## config.mk

```make
export PLATFORM = sky130hd
export DESIGN_NAME = rat_add_seq
export DESIGN_NICKNAME = d
export VERILOG_FILES = /design/src/rtl/rat_add_seq.sv
export SDC_FILE = /design/constraint.sdc
export NUM_CORES = 2
export LEC_CHECK = 0
export BUFFER_PORTS_ARGS = -buffer_cell sky130_fd_sc_hd__clkbuf_2
export CORE_MARGIN = 2
export CORE_UTILIZATION = 25
export DETAILED_ROUTE_END_ITERATION = 8
export PLACE_DENSITY = 0.48
export SYNTH_ARGS = -nofsm -noshare
export SYNTH_HDL_FRONTEND = slang
export SYNTH_SLANG_ARGS = --single-unit
```

## constraint.sdc

```tcl
create_clock -name clk -period 29.2 [get_ports clk]
set_clock_uncertainty 0.1 [all_clocks]
set_input_delay 2.92 -clock clk [delete_from_list [all_inputs] [get_ports clk]]
set_output_delay 2.92 -clock clk [all_outputs]
set_load 0.02 [all_outputs]
```

## src/rtl/rat_add_seq.sv

```systemverilog
// Multi-cycle rational adder s = l + r sharing one WIDTH x WIDTH multiplier.
// Optional overflow flag output enabled by defining RAT_ADD_SEQ_OVF_EN.
module rat_add_seq #(
    parameter int unsigned WIDTH = 32
) (
    input  logic             clk,
    input  logic             rst,
    input  logic             in_valid,
    output logic             in_ready,
    input  logic [WIDTH-1:0] l_num,
    input  logic [WIDTH-1:0] l_den,
    input  logic [WIDTH-1:0] r_num,
    input  logic [WIDTH-1:0] r_den,
    output logic             out_valid,
    input  logic             out_ready,
    output logic [WIDTH-1:0] s_num,
    output logic [WIDTH-1:0] s_den,
    output logic             div0,
    output logic             busy
`ifdef RAT_ADD_SEQ_OVF_EN
    ,
    output logic             ovf
`endif
);

    localparam logic [2:0] S_IDLE  = 3'd0;
    localparam logic [2:0] S_MUL_A = 3'd1;
    localparam logic [2:0] S_MUL_B = 3'd2;
    localparam logic [2:0] S_MUL_C = 3'd3;
    localparam logic [2:0] S_DONE  = 3'd4;

    logic [2:0]       r_state;
    logic [WIDTH-1:0] r_l_num, r_l_den, r_r_num, r_r_den;
    logic [WIDTH-1:0] r_acc;
    logic [WIDTH-1:0] r_s_num, r_s_den;
    logic             r_div0;

    logic [WIDTH-1:0] w_mul_a, w_mul_b;
    logic [WIDTH-1:0] w_prod;
    logic [WIDTH-1:0] w_sum_b;
    logic [WIDTH-1:0] w_sum_fast;

    // Operand selection for the single shared multiplier, one product per state.
    always_comb begin
        w_mul_a = r_l_den;
        w_mul_b = r_r_den;
        case (r_state)
            S_MUL_A: begin
                w_mul_a = r_l_num;
                w_mul_b = r_r_den;
            end
            S_MUL_B: begin
                w_mul_a = r_r_num;
                w_mul_b = r_l_den;
            end
            default: begin
                w_mul_a = r_l_den;
                w_mul_b = r_r_den;
            end
        endcase
    end

`ifdef RAT_ADD_SEQ_OVF_EN
    logic [2*WIDTH-1:0] w_prod_full;
    logic               w_prod_hi;
    logic               w_carry_b;
    logic               w_carry_fast;
    logic               r_ovf;

    assign w_prod_full = {{WIDTH{1'b0}}, w_mul_a} * {{WIDTH{1'b0}}, w_mul_b};
    assign w_prod      = w_prod_full[WIDTH-1:0];
    assign w_prod_hi   = |w_prod_full[2*WIDTH-1:WIDTH];
    assign {w_carry_b, w_sum_b}       = {1'b0, r_acc} + {1'b0, w_prod};
    assign {w_carry_fast, w_sum_fast} = {1'b0, l_num} + {1'b0, r_num};
    assign ovf = r_ovf & ~r_div0;
`else
    assign w_prod     = w_mul_a * w_mul_b;
    assign w_sum_b    = r_acc + w_prod;
    assign w_sum_fast = l_num + r_num;
`endif

    always_ff @(posedge clk) begin
        if (rst) begin
            r_state <= S_IDLE;
            r_l_num <= '0;
            r_l_den <= '0;
            r_r_num <= '0;
            r_r_den <= '0;
            r_acc   <= '0;
            r_s_num <= '0;
            r_s_den <= '0;
            r_div0  <= 1'b0;
`ifdef RAT_ADD_SEQ_OVF_EN
            r_ovf   <= 1'b0;
`endif
        end else begin
            case (r_state)
                S_IDLE: begin
                    if (in_valid) begin
                        r_l_num <= l_num;
                        r_l_den <= l_den;
                        r_r_num <= r_num;
                        r_r_den <= r_den;
`ifdef RAT_ADD_SEQ_OVF_EN
                        r_ovf   <= 1'b0;
`endif
                        if (l_den == '0 || r_den == '0) begin
                            r_s_num <= '0;
                            r_s_den <= '0;
                            r_div0  <= 1'b1;
                            r_state <= S_DONE;
                        end else if (l_den == r_den) begin
                            r_s_num <= w_sum_fast;
                            r_s_den <= l_den;
                            r_div0  <= 1'b0;
`ifdef RAT_ADD_SEQ_OVF_EN
                            r_ovf   <= w_carry_fast;
`endif
                            r_state <= S_DONE;
                        end else begin
                            r_state <= S_MUL_A;
                        end
                    end
                end
                S_MUL_A: begin
                    r_acc   <= w_prod;
`ifdef RAT_ADD_SEQ_OVF_EN
                    r_ovf   <= r_ovf | w_prod_hi;
`endif
                    r_state <= S_MUL_B;
                end
                S_MUL_B: begin
                    r_s_num <= w_sum_b;
`ifdef RAT_ADD_SEQ_OVF_EN
                    r_ovf   <= r_ovf | w_prod_hi | w_carry_b;
`endif
                    r_state <= S_MUL_C;
                end
                S_MUL_C: begin
                    r_s_den <= w_prod;
                    r_div0  <= 1'b0;
`ifdef RAT_ADD_SEQ_OVF_EN
                    r_ovf   <= r_ovf | w_prod_hi;
`endif
                    r_state <= S_DONE;
                end
                S_DONE: begin
                    if (out_ready) begin
                        r_state <= S_IDLE;
                    end
                end
                default: r_state <= S_IDLE;
            endcase
        end
    end

    assign in_ready  = (r_state == S_IDLE);
    assign busy      = (r_state != S_IDLE);
    assign out_valid = (r_state == S_DONE);
    assign s_num     = r_s_num;
    assign s_den     = r_s_den;
    assign div0      = r_div0;

endmodule

```

==> flow_metrics.py <==
metrics = {
    "run_status": {
        "outcome": "finished, final reports clean",
    },
    "layout": {
        "drive_above_1_share_pct": 10.1,
        "fillers": 12300,
        "syn2layout_area_growth_pct": 13.1,
        "seq_area_sq_um": 4570,
        "multiInputGateArea_sq_um": 21500,
        "finish.utilization_pct": 28.5,
        "final_cells": 5089,
        "final_area_sq_um": 32000,
        "final_nets": 4289,
    },
    "global_routing": {
        "grt_pass1_wl_um": 173000,
        "antenna_found_initial": 22,
        "grt_pass1_vias": 25000,
        "grt_max_degree": 98,
        "grt-ovfl-total": 0,
        "grt_use_total_pct": 20.2,
    },
    "cts": {
        "cts_tree": "yes",
        "clockRootBuffer": "clkbuf_16",
        "cts.clk_slew.worst_paths_ns": 0.06,
        "numCtsBuffers": 28,
        "htreeDepth": 1,
        "clockBufferDepth": 3,
        "cts.sinks": 228,
        "cts_hold_buf": 0,
        "cts_setup_buffers": 0,
        "cts_resized": 0,
        "worstSkewPairLatency_ns": 0.57,
    },
    "worst_hold_path": {
        "min_from": "r_r_den[28]$_SDFFE_PP0P_",
        "min_path_type": "flop to flop",
        "hold_depth": 2,
        "holdPathEnd": "r_r_den[28]$_SDFFE_PP0P_",
    },
    "critical_path": {
        "r2r_start": "r_state[2]$_SDFFE_PP0P_",
        "r2r_cells": 39,
        "slowest_delay_ns": 0.87,
        "required_ns": 29.59,
        "crit_type": "flop to flop",
        "crit_path_frequent_cell": "fa_1",
        "critPathMaxFanout": 34,
        "crit_path_start_kind": "flop",
        "reg2reg_slack_ns": 16.65,
        "cp-end-kind": "flop",
        "arrival_ns": 12.94,
        "cpMaxStageDelayCell": "a2111oi_0",
        "r2r-end": "s_num[31]$_SDFFE_PP0P_",
    },
    "synth": {
        "syn_nets": 4172,
        "synth.most_common_cell": "nand2_1",
        "syn-cell-area_sq_um": 28300,
        "synth_flop_cell": "dfxtp_1",
        "async_flop_share_pct": 0,
        "yosysUniqueCellTypes": 80,
        "ys_seq_area_share_pct": 16.1,
        "yosys-top-cells-area": "fa_1, dfxtp_1, ha_1",
        "synth_seq_cells": 228,
        "synth_top_area_share_pct": 29.0,
        "synth_cells": 3443,
        "synth_edf_count": 0,
        "synth_top_cell_by_area": "fa_1",
        "yosysWarnings": 0,
        "avgSynthCellArea_sq_um": 8.22,
        "synthTopCellsByCount": "nand2_1, inv_1, nor2_1, fa_1, a21oi_1",
    },
    "floorplanning": {
        "initial_core_util_pct": 25.2,
        "core_sq_um": 112000,
        "die-area_sq_um": 116000,
        "pin_count": 200,
        "fp.dieH_um": 340,
        "rows": 123,
        "die_w_um": 340,
    },
    "power_and_ir_drop": {
        "p_leak_nw": 14.1,
        "irDropWorstVdd_mv": 0.0666,
        "power_density_nw_per_um2": 85.4,
        "power_mw": 2.73,
    },
    "timing": {
        "final_hold_viol_count": 0,
        "period_needed_ns": 12.55,
        "setup_violations": 0,
        "fmax_mhz": 79.7,
        "final.setup.tns_ns": 0,
        "slew_headroom_pct": 21.8,
        "rsz0062_at_grt": "false",
        "final_max_slew_viol_count": 0,
        "worstMarginPinSlew_ns": 1.17,
        "period_share_pct": 43.0,
    },
    "drt": {
        "totalWireLength_um": 119000,
        "avgRoutedWirePerCell_um": 23.3,
        "dr.pass1.iters": 5,
        "antenna_left": 0,
        "num_vias": 25200,
        "via_per_inst": 4.96,
        "drcViolationCount": 0,
        "drt-initial-drc-count": 2496,
    },
    "run": {
        "max_cap_violations": 0,
    },
    "place": {
        "place_area_sq_um": 31000,
        "hpwlAfterDp_um": 94700,
        "dp_cells": 5030,
        "gp_congestion": 0.951,
        "io_buffers": 199,
    },
}
[sequential cells by signal, summed over array words and instances, names as in the netlist]
register	cells
r_r_den	32
r_r_num	32
s_num	32
r_acc	32
r_state	3
r_l_den	32
r_l_num	32
s_den	32
div0	1
[where the power goes]
part           internal [mW]  switching [mW]  leakage (nW)  total (mW)
Combinational          0.669            1.31          11.8        1.98
Sequential             0.350          0.0296          1.87       0.380
Clock                  0.220           0.152         0.472       0.372
[critical path: cells and delay by family (launching register included)]
kind,cells,cell delay (ns)
adders and majority gates,10,4.14
AOI/OAI and AO/OA,15,4.12
buffers and inverters,6,1.20
and+or+nand+nor,5,1.16
muxes,1,0.73
xor gates and xnor gates,2,0.52
DFF,1,0.49
[routing by layer]
| metal | global-route usage (%) | up-vias | share of wire, % |
|---|---|---|---|
| li1 | - | 11300 | - |
| met1 | 29.1 | 12600 | 45 |
| met2 | 30.0 | 1104 | 42 |
| met3 | 3.75 | 190 | 8.6 |
| met4 | 6.93 | 16 | 4.0 |
| met5 | 0 | - | 0.070 |
[stage by stage]
stage / setup WS, ns / hold slack, ns
2_1_floorplan: 18.78 / 0.336
3_3_place_gp: 17.11 / 0.342
3_5_place_dp: 16.83 / 0.347
4_1_cts: 16.77 / 0.355
5_1_grt: 15.83 / 0.372
6_report: 16.65 / 0.354
[logic make-up after synthesis]
family	count (synthesis)	synth area share, %
multiplexers	40	1.51
AND/OR/NAND/NOR	1199	17.2
AO/OA/AOI/OAI	608	14.2
buffers and inverters	602	8.32
adder cells (fa/ha/maj)	597	37.3
XOR/XNOR	169	5.34
flip-flops	228	16.1
[how the worst max path moves through the flow]
| stage | start | endpoint | cells past startpoint |
|---|---|---|---|
| 6_report | r_state[2]$_SDFFE_PP0P_ | s_num[31]$_SDFFE_PP0P_ | 39 |
| 2_1_floorplan | r_state[2]$_SDFFE_PP0P_ | s_num[31]$_SDFFE_PP0P_ | 40 |
| 4_1_cts | r_state[2]$_SDFFE_PP0P_ | s_num[31]$_SDFFE_PP0P_ | 39 |
| 3_5_place_dp | r_state[2]$_SDFFE_PP0P_ | s_num[31]$_SDFFE_PP0P_ | 39 |
| 5_1_grt | r_state[2]$_SDFFE_PP0P_ | s_num[31]$_SDFFE_PP0P_ | 39 |
| 3_3_place_gp | r_state[2]$_SDFFE_PP0P_ | s_num[31]$_SDFFE_PP0P_ | 39 |
[placed cells by master, fill, tap and decap left out, drive strengths merged, types with 34 or more instances in the layout]
cell      n
inv     429
ha      187
o21ai    61
xnor2   134
xor2     34
clkbuf  235
o22a     63
a21o     47
fa      410
nor2    419
dfxtp   228
a21oi   243
mux2i    34
nand2   624
buf      63
[layout make-up]
class,count,share of cell area [%]
diodes,8,0.0625
multi-input cells,2613,67.2
flip-flops and latches,228,14.3
inverters,428,5.02
well taps,1500,5.86
repair buffers,261,4.59
clock inverters,14,0.500
clock buffers,37,2.52
No activity file was read; power rests on OpenSTA's default activity.
